[config.mk]
export PLATFORM = sky130hd
export DESIGN_NAME = lb_arbiter_flat
export DESIGN_NICKNAME = d
export VERILOG_FILES = /design/src/rtl/lb_arb_pkg.sv /design/src/rtl/lb_arbiter_if.sv /design/src/rtl/lb_tag_pipe.sv /design/src/rtl/lb_arbiter.sv /design/src/flat_wrapper.sv
export SDC_FILE = /design/constraint.sdc
export NUM_CORES = 1
export LEC_CHECK = 0
export BUFFER_PORTS_ARGS = -buffer_cell sky130_fd_sc_hd__buf_2
export CAP_MARGIN = 20
export CORE_MARGIN = 4
export CORE_UTILIZATION = 40
export CTS_CLUSTER_DIAMETER = 80
export DETAILED_ROUTE_END_ITERATION = 8
export PLACE_DENSITY = 0.74
export SYNTH_ARGS = -nofsm -noshare
export SYNTH_HDL_FRONTEND = slang
export SYNTH_SLANG_ARGS = --single-unit
[constraint.sdc]
create_clock -name clk -period 3.37 [get_ports clk]
set_input_delay 0.1685 -clock clk [delete_from_list [all_inputs] [get_ports clk]]
set_output_delay 0.1685 -clock clk [all_outputs]
set_load 0.02 [all_outputs]
[src/rtl/lb_arb_pkg.sv]
// Shared constants and types for the local-bus arbiter.
// Latency: n/a (declarations only).
// Backpressure: n/a.
package lb_arb_pkg;

   localparam int LB_AW       = 24;
   localparam int LB_DW       = 32;
   localparam int LB_READ_DEL = 3;

   // Which master launched a bus transaction.
   typedef enum logic {
      SRC_HOST  = 1'b0,
      SRC_LOCAL = 1'b1
   } src_e;

   // One slot of the read-return tag pipeline.
   typedef struct packed {
      logic valid;
      src_e src;
   } tag_t;

endpackage

[src/rtl/lb_arbiter_if.sv]
// Signal bundle for the arbiter: host port, local-master port and the shared local bus.
// Latency: n/a (wires only).
// Backpressure: host has none; local master uses level req / pulsed ack.
interface lb_arbiter_if
   import lb_arb_pkg::*;
#(
   parameter int AW    = LB_AW,
   parameter int DW    = LB_DW,
   parameter int CNT_W = 16
);

   // host (packet gateway) side
   logic          h_strobe;
   logic          h_rd;
   logic [AW-1:0] h_addr;
   logic [DW-1:0] h_dout;
   logic [DW-1:0] h_din;

   // local sequencer side
   logic          m_req;
   logic          m_rd;
   logic [AW-1:0] m_addr;
   logic [DW-1:0] m_dout;
   logic          m_ack;
   logic [DW-1:0] m_din;
   logic          m_din_valid;

   // shared local bus toward the register fabric
   logic          lb_strobe;
   logic          lb_rd;
   logic [AW-1:0] lb_addr;
   logic [DW-1:0] lb_dout;
   logic [DW-1:0] lb_din;

   logic [CNT_W-1:0] m_stall_cnt;

   // arbiter side
   modport slave (
      input  h_strobe, h_rd, h_addr, h_dout,
      output h_din,
      input  m_req, m_rd, m_addr, m_dout,
      output m_ack, m_din, m_din_valid,
      output lb_strobe, lb_rd, lb_addr, lb_dout,
      input  lb_din,
      output m_stall_cnt
   );

   // environment side: both masters plus the register fabric
   modport master (
      output h_strobe, h_rd, h_addr, h_dout,
      input  h_din,
      output m_req, m_rd, m_addr, m_dout,
      input  m_ack, m_din, m_din_valid,
      input  lb_strobe, lb_rd, lb_addr, lb_dout,
      output lb_din,
      input  m_stall_cnt
   );

endinterface

[src/rtl/lb_tag_pipe.sv]
// Shift register of {valid, src} tags that follows each bus transaction to its read return.
// Latency: DEPTH cycles from tag_in to tag_out.
// Backpressure: none; advances every cycle, synchronous clear on rst.
module lb_tag_pipe
   import lb_arb_pkg::*;
#(
   parameter int DEPTH = 4
) (
   input  logic clk,
   input  logic rst,
   input  tag_t tag_in,
   output tag_t tag_out
);

   tag_t stage_q [DEPTH];

   // Shift tags one stage per cycle; reset drops everything in flight.
   always_ff @(posedge clk) begin
      if (rst) begin
         for (int i = 0; i < DEPTH; i++) begin
            stage_q[i] <= '0;
         end
      end else begin
         stage_q[0] <= tag_in;
         for (int i = 1; i < DEPTH; i++) begin
            stage_q[i] <= stage_q[i-1];
         end
      end
   end

   assign tag_out = stage_q[DEPTH-1];

endmodule

[src/rtl/lb_arbiter.sv]
// Shares one local bus between the packet gateway (host) and an on-chip sequencer (local).
// Latency: 1 cycle request-to-lb_strobe; local read data READ_DEL+1 cycles after lb_strobe.
// Backpressure: host never stalled and always wins; local req held until m_ack, max 1 per 2 cycles.
module lb_arbiter
   import lb_arb_pkg::*;
#(
   parameter int AW       = LB_AW,
   parameter int DW       = LB_DW,
   parameter int READ_DEL = LB_READ_DEL,
   parameter int CNT_W    = 16
) (
   input  logic        clk,
   input  logic        rst,
   lb_arbiter_if.slave bus
);

   logic          grant;
   logic          issue;
   logic          nxt_rd;
   logic [AW-1:0] nxt_addr;
   logic [DW-1:0] nxt_dout;
   tag_t          tag_in;
   tag_t          tag_out;

   logic             lb_strobe_q;
   logic             lb_rd_q;
   logic [AW-1:0]    lb_addr_q;
   logic [DW-1:0]    lb_dout_q;
   logic             m_ack_q;
   logic             m_din_valid_q;
   logic [DW-1:0]    m_din_q;
   logic [CNT_W-1:0] stall_q;

   // Pick this cycle's bus owner: host first, local only on a free cycle that is not
   // the ack cycle of its previous grant (the master still shows stale fields then).
   always_comb begin
      grant         = bus.m_req & ~bus.h_strobe & ~m_ack_q;
      issue         = bus.h_strobe | grant;
      nxt_rd        = 1'b0;
      nxt_addr      = lb_addr_q;
      nxt_dout      = lb_dout_q;
      tag_in.valid  = 1'b0;
      tag_in.src    = SRC_HOST;
      if (bus.h_strobe) begin
         nxt_rd       = bus.h_rd;
         nxt_addr     = bus.h_addr;
         nxt_dout     = bus.h_dout;
         tag_in.valid = bus.h_rd;
         tag_in.src   = SRC_HOST;
      end else if (grant) begin
         nxt_rd       = bus.m_rd;
         nxt_addr     = bus.m_addr;
         nxt_dout     = bus.m_dout;
         tag_in.valid = bus.m_rd;
         tag_in.src   = SRC_LOCAL;
      end
   end

   // Register the bus outputs and the local ack; address/data hold between transactions.
   always_ff @(posedge clk) begin
      if (rst) begin
         lb_strobe_q <= 1'b0;
         lb_rd_q     <= 1'b0;
         lb_addr_q   <= '0;
         lb_dout_q   <= '0;
         m_ack_q     <= 1'b0;
      end else begin
         lb_strobe_q <= issue;
         lb_rd_q     <= nxt_rd;
         lb_addr_q   <= nxt_addr;
         lb_dout_q   <= nxt_dout;
         m_ack_q     <= grant;
      end
   end

   // Count cycles where the host pre-empted a pending local request; sticks at all-ones.
   always_ff @(posedge clk) begin
      if (rst) begin
         stall_q <= '0;
      end else if (bus.m_req && bus.h_strobe && !(&stall_q)) begin
         stall_q <= stall_q + 1'b1;
      end
   end

   // Stage 0 of the pipe lines up with lb_strobe, so the last of READ_DEL+1 stages
   // coincides with lb_din being valid for that transaction.
   lb_tag_pipe #(
      .DEPTH (READ_DEL + 1)
   ) u_tag_pipe (
      .clk     (clk),
      .rst     (rst),
      .tag_in  (tag_in),
      .tag_out (tag_out)
   );

   // Capture read data for local reads only; host reads see lb_din directly.
   always_ff @(posedge clk) begin
      if (rst) begin
         m_din_valid_q <= 1'b0;
         m_din_q       <= '0;
      end else begin
         m_din_valid_q <= tag_out.valid && (tag_out.src == SRC_LOCAL);
         if (tag_out.valid && (tag_out.src == SRC_LOCAL)) begin
            m_din_q <= bus.lb_din;
         end
      end
   end

   assign bus.lb_strobe   = lb_strobe_q;
   assign bus.lb_rd       = lb_rd_q;
   assign bus.lb_addr     = lb_addr_q;
   assign bus.lb_dout     = lb_dout_q;
   assign bus.m_ack       = m_ack_q;
   assign bus.m_din       = m_din_q;
   assign bus.m_din_valid = m_din_valid_q;
   assign bus.m_stall_cnt = stall_q;
   assign bus.h_din       = bus.lb_din;

endmodule

[src/flat_wrapper.sv]
// flat-port wrapper written by rule: the top's interface ports become plain ports
module lb_arbiter_flat import lb_arb_pkg::*;
#(
   parameter int AW       = LB_AW,
   parameter int DW       = LB_DW,
   parameter int READ_DEL = LB_READ_DEL,
   parameter int CNT_W    = 16
)
  (clk, rst, bus_h_strobe, bus_h_rd, bus_h_addr, bus_h_dout, bus_h_din, bus_m_req, bus_m_rd, bus_m_addr, bus_m_dout, bus_m_ack, bus_m_din, bus_m_din_valid, bus_lb_strobe, bus_lb_rd, bus_lb_addr, bus_lb_dout, bus_lb_din, bus_m_stall_cnt);
  lb_arbiter_if #(.AW(AW), .DW(DW), .CNT_W(CNT_W)) bus_i ();
  input  logic clk;
  input  logic rst;
  input wire logic [$bits(bus_i.h_strobe)-1:0] bus_h_strobe;
  input wire logic [$bits(bus_i.h_rd)-1:0] bus_h_rd;
  input wire logic [$bits(bus_i.h_addr)-1:0] bus_h_addr;
  input wire logic [$bits(bus_i.h_dout)-1:0] bus_h_dout;
  output wire logic [$bits(bus_i.h_din)-1:0] bus_h_din;
  input wire logic [$bits(bus_i.m_req)-1:0] bus_m_req;
  input wire logic [$bits(bus_i.m_rd)-1:0] bus_m_rd;
  input wire logic [$bits(bus_i.m_addr)-1:0] bus_m_addr;
  input wire logic [$bits(bus_i.m_dout)-1:0] bus_m_dout;
  output wire logic [$bits(bus_i.m_ack)-1:0] bus_m_ack;
  output wire logic [$bits(bus_i.m_din)-1:0] bus_m_din;
  output wire logic [$bits(bus_i.m_din_valid)-1:0] bus_m_din_valid;
  output wire logic [$bits(bus_i.lb_strobe)-1:0] bus_lb_strobe;
  output wire logic [$bits(bus_i.lb_rd)-1:0] bus_lb_rd;
  output wire logic [$bits(bus_i.lb_addr)-1:0] bus_lb_addr;
  output wire logic [$bits(bus_i.lb_dout)-1:0] bus_lb_dout;
  input wire logic [$bits(bus_i.lb_din)-1:0] bus_lb_din;
  output wire logic [$bits(bus_i.m_stall_cnt)-1:0] bus_m_stall_cnt;
  assign bus_i.h_strobe = bus_h_strobe;
  assign bus_i.h_rd = bus_h_rd;
  assign bus_i.h_addr = bus_h_addr;
  assign bus_i.h_dout = bus_h_dout;
  assign bus_h_din = bus_i.h_din;
  assign bus_i.m_req = bus_m_req;
  assign bus_i.m_rd = bus_m_rd;
  assign bus_i.m_addr = bus_m_addr;
  assign bus_i.m_dout = bus_m_dout;
  assign bus_m_ack = bus_i.m_ack;
  assign bus_m_din = bus_i.m_din;
  assign bus_m_din_valid = bus_i.m_din_valid;
  assign bus_lb_strobe = bus_i.lb_strobe;
  assign bus_lb_rd = bus_i.lb_rd;
  assign bus_lb_addr = bus_i.lb_addr;
  assign bus_lb_dout = bus_i.lb_dout;
  assign bus_i.lb_din = bus_lb_din;
  assign bus_m_stall_cnt = bus_i.m_stall_cnt;
  lb_arbiter #(.AW(AW), .DW(DW), .READ_DEL(READ_DEL), .CNT_W(CNT_W)) u_core (.clk(clk), .rst(rst), .bus(bus_i));
endmodule
==> reports/qor.txt <==
F_max: 573.0 MHz
TritonCTS buffer count: 17
Synth Area per Inst: 9.061 um2
Internal power: 2.687 mW
Final nets: 957
Max-Slew Margin vs Limit: 27.76%
Crit-path max FO: 8
CP Class: reg -> reg
Post-CTS setup repair buffer count: 0
Via count: 4756
CTS root buf: clkbuf_16
Worst Max-Slew Pin Slew: 1.081 ns
RSZ-0062 raised after global routing: no
Number of enable flip-flop cells after synthesis: 0
Final period utilization: 51.79%
Global-route wire length before repair: 22330 um
Top-Level Pins: 290
Pin count of the biggest net entering global routing: 114
Min-delay src: bus_lb_din[21]
Data arrival time of the critical path: 2.01 ns
Initial Utilization: 40.94%
Die H: 119.1 um
Sequential Power Share: 40.9%
Cells on Worst Hold Path: 3
Period minus WS final: 1.745 ns
GPL Wtd Cong: 0.7588
Switching share of total power: 24.67%
Layout cells sized above 1: 40.27%
Via/cell ratio: 4.824
DR WL/cell: 14.44 um
Cell Area, Synth: 4938 um2
Top cell type by total area after synthesis: dfxtp_1
H-tree depth: 4
Lkg Pwr: 3.400 nW
Clock transition at the registers of the reported paths: 0.05 ns
Power per cell area: 510.8 nW/um2
Detail Placement HPWL: 10190 um
Reg-to-reg slack, setup: 1.62 ns
Worst skew pair latency: 0.41 ns
TritonCTS clock tree: built
Routed wire length: 14230 um
Grt total ovfl: 0
DRC viols: 0
Number of global-route vias before repair: 4518
Final hold viol count: 0
Die Wd: 119.1 um
CTS resizes: 0
Max Clock Skew: 0.009565 ns
Syn Nets: 696
FF-to-FF End: u_core.bus.m_stall_cnt[1]
Syn Inst Count: 545
Slew Viols, Final: 0
Buffer levels on the longest clock path: 2
WP data required: 3.63 ns
Setup Viol. Count Final: 0
CTS Sinks: 115
Initial antenna violation count: 0
Worst r2r path cells: 5
Top post-synthesis cells by area: dfxtp_1, mux2i_1, a211oi_1, nand2_1, buf_4
CORE AREA: 12060 um2
Synthesis warning total: 0
Critical Path Sink Type: register
GRT Util Overall: 19.52%
Area Growth Syn to Fin: 41.42%
Count of cell types in the netlist: 40
Share of the synthesized area in the top cell type: 46.62%
Max VDD drop: 258.9 uV
FFs w/ async S/R, synth: 0%
Total Neg Setup Slack: 0 ns
PnR Total Power: 3.567 mW
Clock power frac: 45.7%
Register area share after synthesis: 46.62%
WHS Endpoint: u_core.bus.m_din[21]
Crit start category: register
Total die area: 14190 um2
Comb pwr share: 13.4%
Status: finished, final reports clean
Port-buffer cells: 289
R2r startpoint: u_core.bus.m_stall_cnt[0]
Top_reg_cell synth: dfxtp_1
Initial DRC Count: 155
Most frequent cells in the layout: buf_2, dfxtp_1, nand2_1, nor2_1, a211oi_1
Rows: 40
Most common cell after layout, fill and taps aside: buf_2
Total iterations of the first detailed-routing run: 4
Max_cap viols: 0
Post-synthesis register bit count: 115
Post-route ant nets: 0
P_sw: 880.2 uW
Hold crit path type: in -> reg
## sequential cells by signal (all words and copies together), names as in the netlist
register,count
u_core.bus.m_din,32
u_core.u_tag_pipe.stage_q,8
u_core.bus.lb_addr,24
u_core.bus.m_din_valid,1
u_core.bus.lb_strobe,1
u_core.bus.lb_dout,32
u_core.bus.m_ack,1
u_core.bus.m_stall_cnt,16
## worst max-delay path by stage
stage / from / cells past startpoint / slack [ns] / end
2_1_floorplan: u_core.bus.m_stall_cnt[0] / 4 / 1.72 / u_core.bus.m_stall_cnt[6]
3_3_place_gp: u_core.bus.m_stall_cnt[0] / 5 / 1.73 / u_core.bus.m_stall_cnt[1]
3_5_place_dp: u_core.bus.m_stall_cnt[0] / 5 / 1.63 / u_core.bus.m_stall_cnt[1]
4_1_cts: u_core.bus.m_stall_cnt[0] / 5 / 1.61 / u_core.bus.m_stall_cnt[1]
5_1_grt: u_core.bus.m_stall_cnt[0] / 5 / 1.48 / u_core.bus.m_stall_cnt[3]
6_report: u_core.bus.m_stall_cnt[0] / 5 / 1.62 / u_core.bus.m_stall_cnt[1]
## cells in the mapped netlist, drive strengths merged, types with 3 or more instances
cell type / count
clkbuf: 21
dfxtp: 115
nand4: 3
or3: 4
and2: 3
a21oi: 42
nand3: 5
nor3: 4
nand2: 72
inv: 3
nor2: 63
and4: 3
buf: 51
or4: 5
a211oi: 58
o31ai: 6
mux2i: 57
o21ai: 4
nor2b: 7
and3: 3
## routing by layer
layer  up-vias  global-route usage [%]  wire length [um]
met5         -                       0                 0
met4         0                   8.907               362
met3        28                   8.072              1447
met2       213                   31.93              6740
met1      2090                   22.18              5684
li1       2425                       -                 -
## layout make-up
| cell class | count | area, um2 |
|---|---|---|
| Clock buffer | 25 | 485.5 |
| Multi-Input combinational cell | 355 | 2225 |
| Timing Repair Buffer | 314 | 1695 |
| Tap cell | 168 | 210.2 |
| Antenna cell | 1 | 2.502 |
| Inverter | 3 | 11.26 |
| Fill cell | 1062 | 5077 |
| Sequential cell | 115 | 2302 |
| Clock inverter | 5 | 52.55 |
## logic make-up after synthesis
logic type	share of synthesized area, %
flip-flops	46.62
AND/OR/NAND/NOR	16.87
AO/OA/AOI/OAI	16.04
buffers and inverters	8.487
XOR/XNOR	0.1774
multiplexers	11.55
adder cells (fa/ha/maj)	0.2533
## critical path, cell delays in order (launching register included)
cell and delay [ns]:
dfxtp_1 0.39, ha_1 0.20, nand3_1 0.28, o41ai_2 0.43
mux2i_1 0.24, nor2_1 0.06
## stage by stage
stage	setup WS, ns	util, %	cells	hold slack [ns]	area, um2
2_1_floorplan	1.717	-	545	0.2771	4938
3_3_place_gp	1.726	51.59	933	0.3802	6222
3_5_place_dp	1.629	51.59	933	0.3906	6222
4_1_cts	1.605	57.79	984	0.0002484	6970
5_1_grt	1.481	57.88	985	0.008776	6982
6_report	1.625	57.90	986	0.02196	6984
## power groups by stage
stage                     clock network [mW]  logic [mW]  registers (mW)
after floorplan                            0       0.212            1.56
after global placement                     0       0.458            1.48
after detailed placement                   0       0.462            1.48
after CTS                               1.68       0.481            1.46
after global routing                    1.73       0.521            1.46
final                                   1.63       0.478            1.46
## timing repair
action / in CTS / in global routing
hold endpoints to repair: 20 / 0
hold buffers: 21 / 0
endpoints found under the setup margin: 0 / 0
No activity file was read; power rests on OpenSTA's default activity.
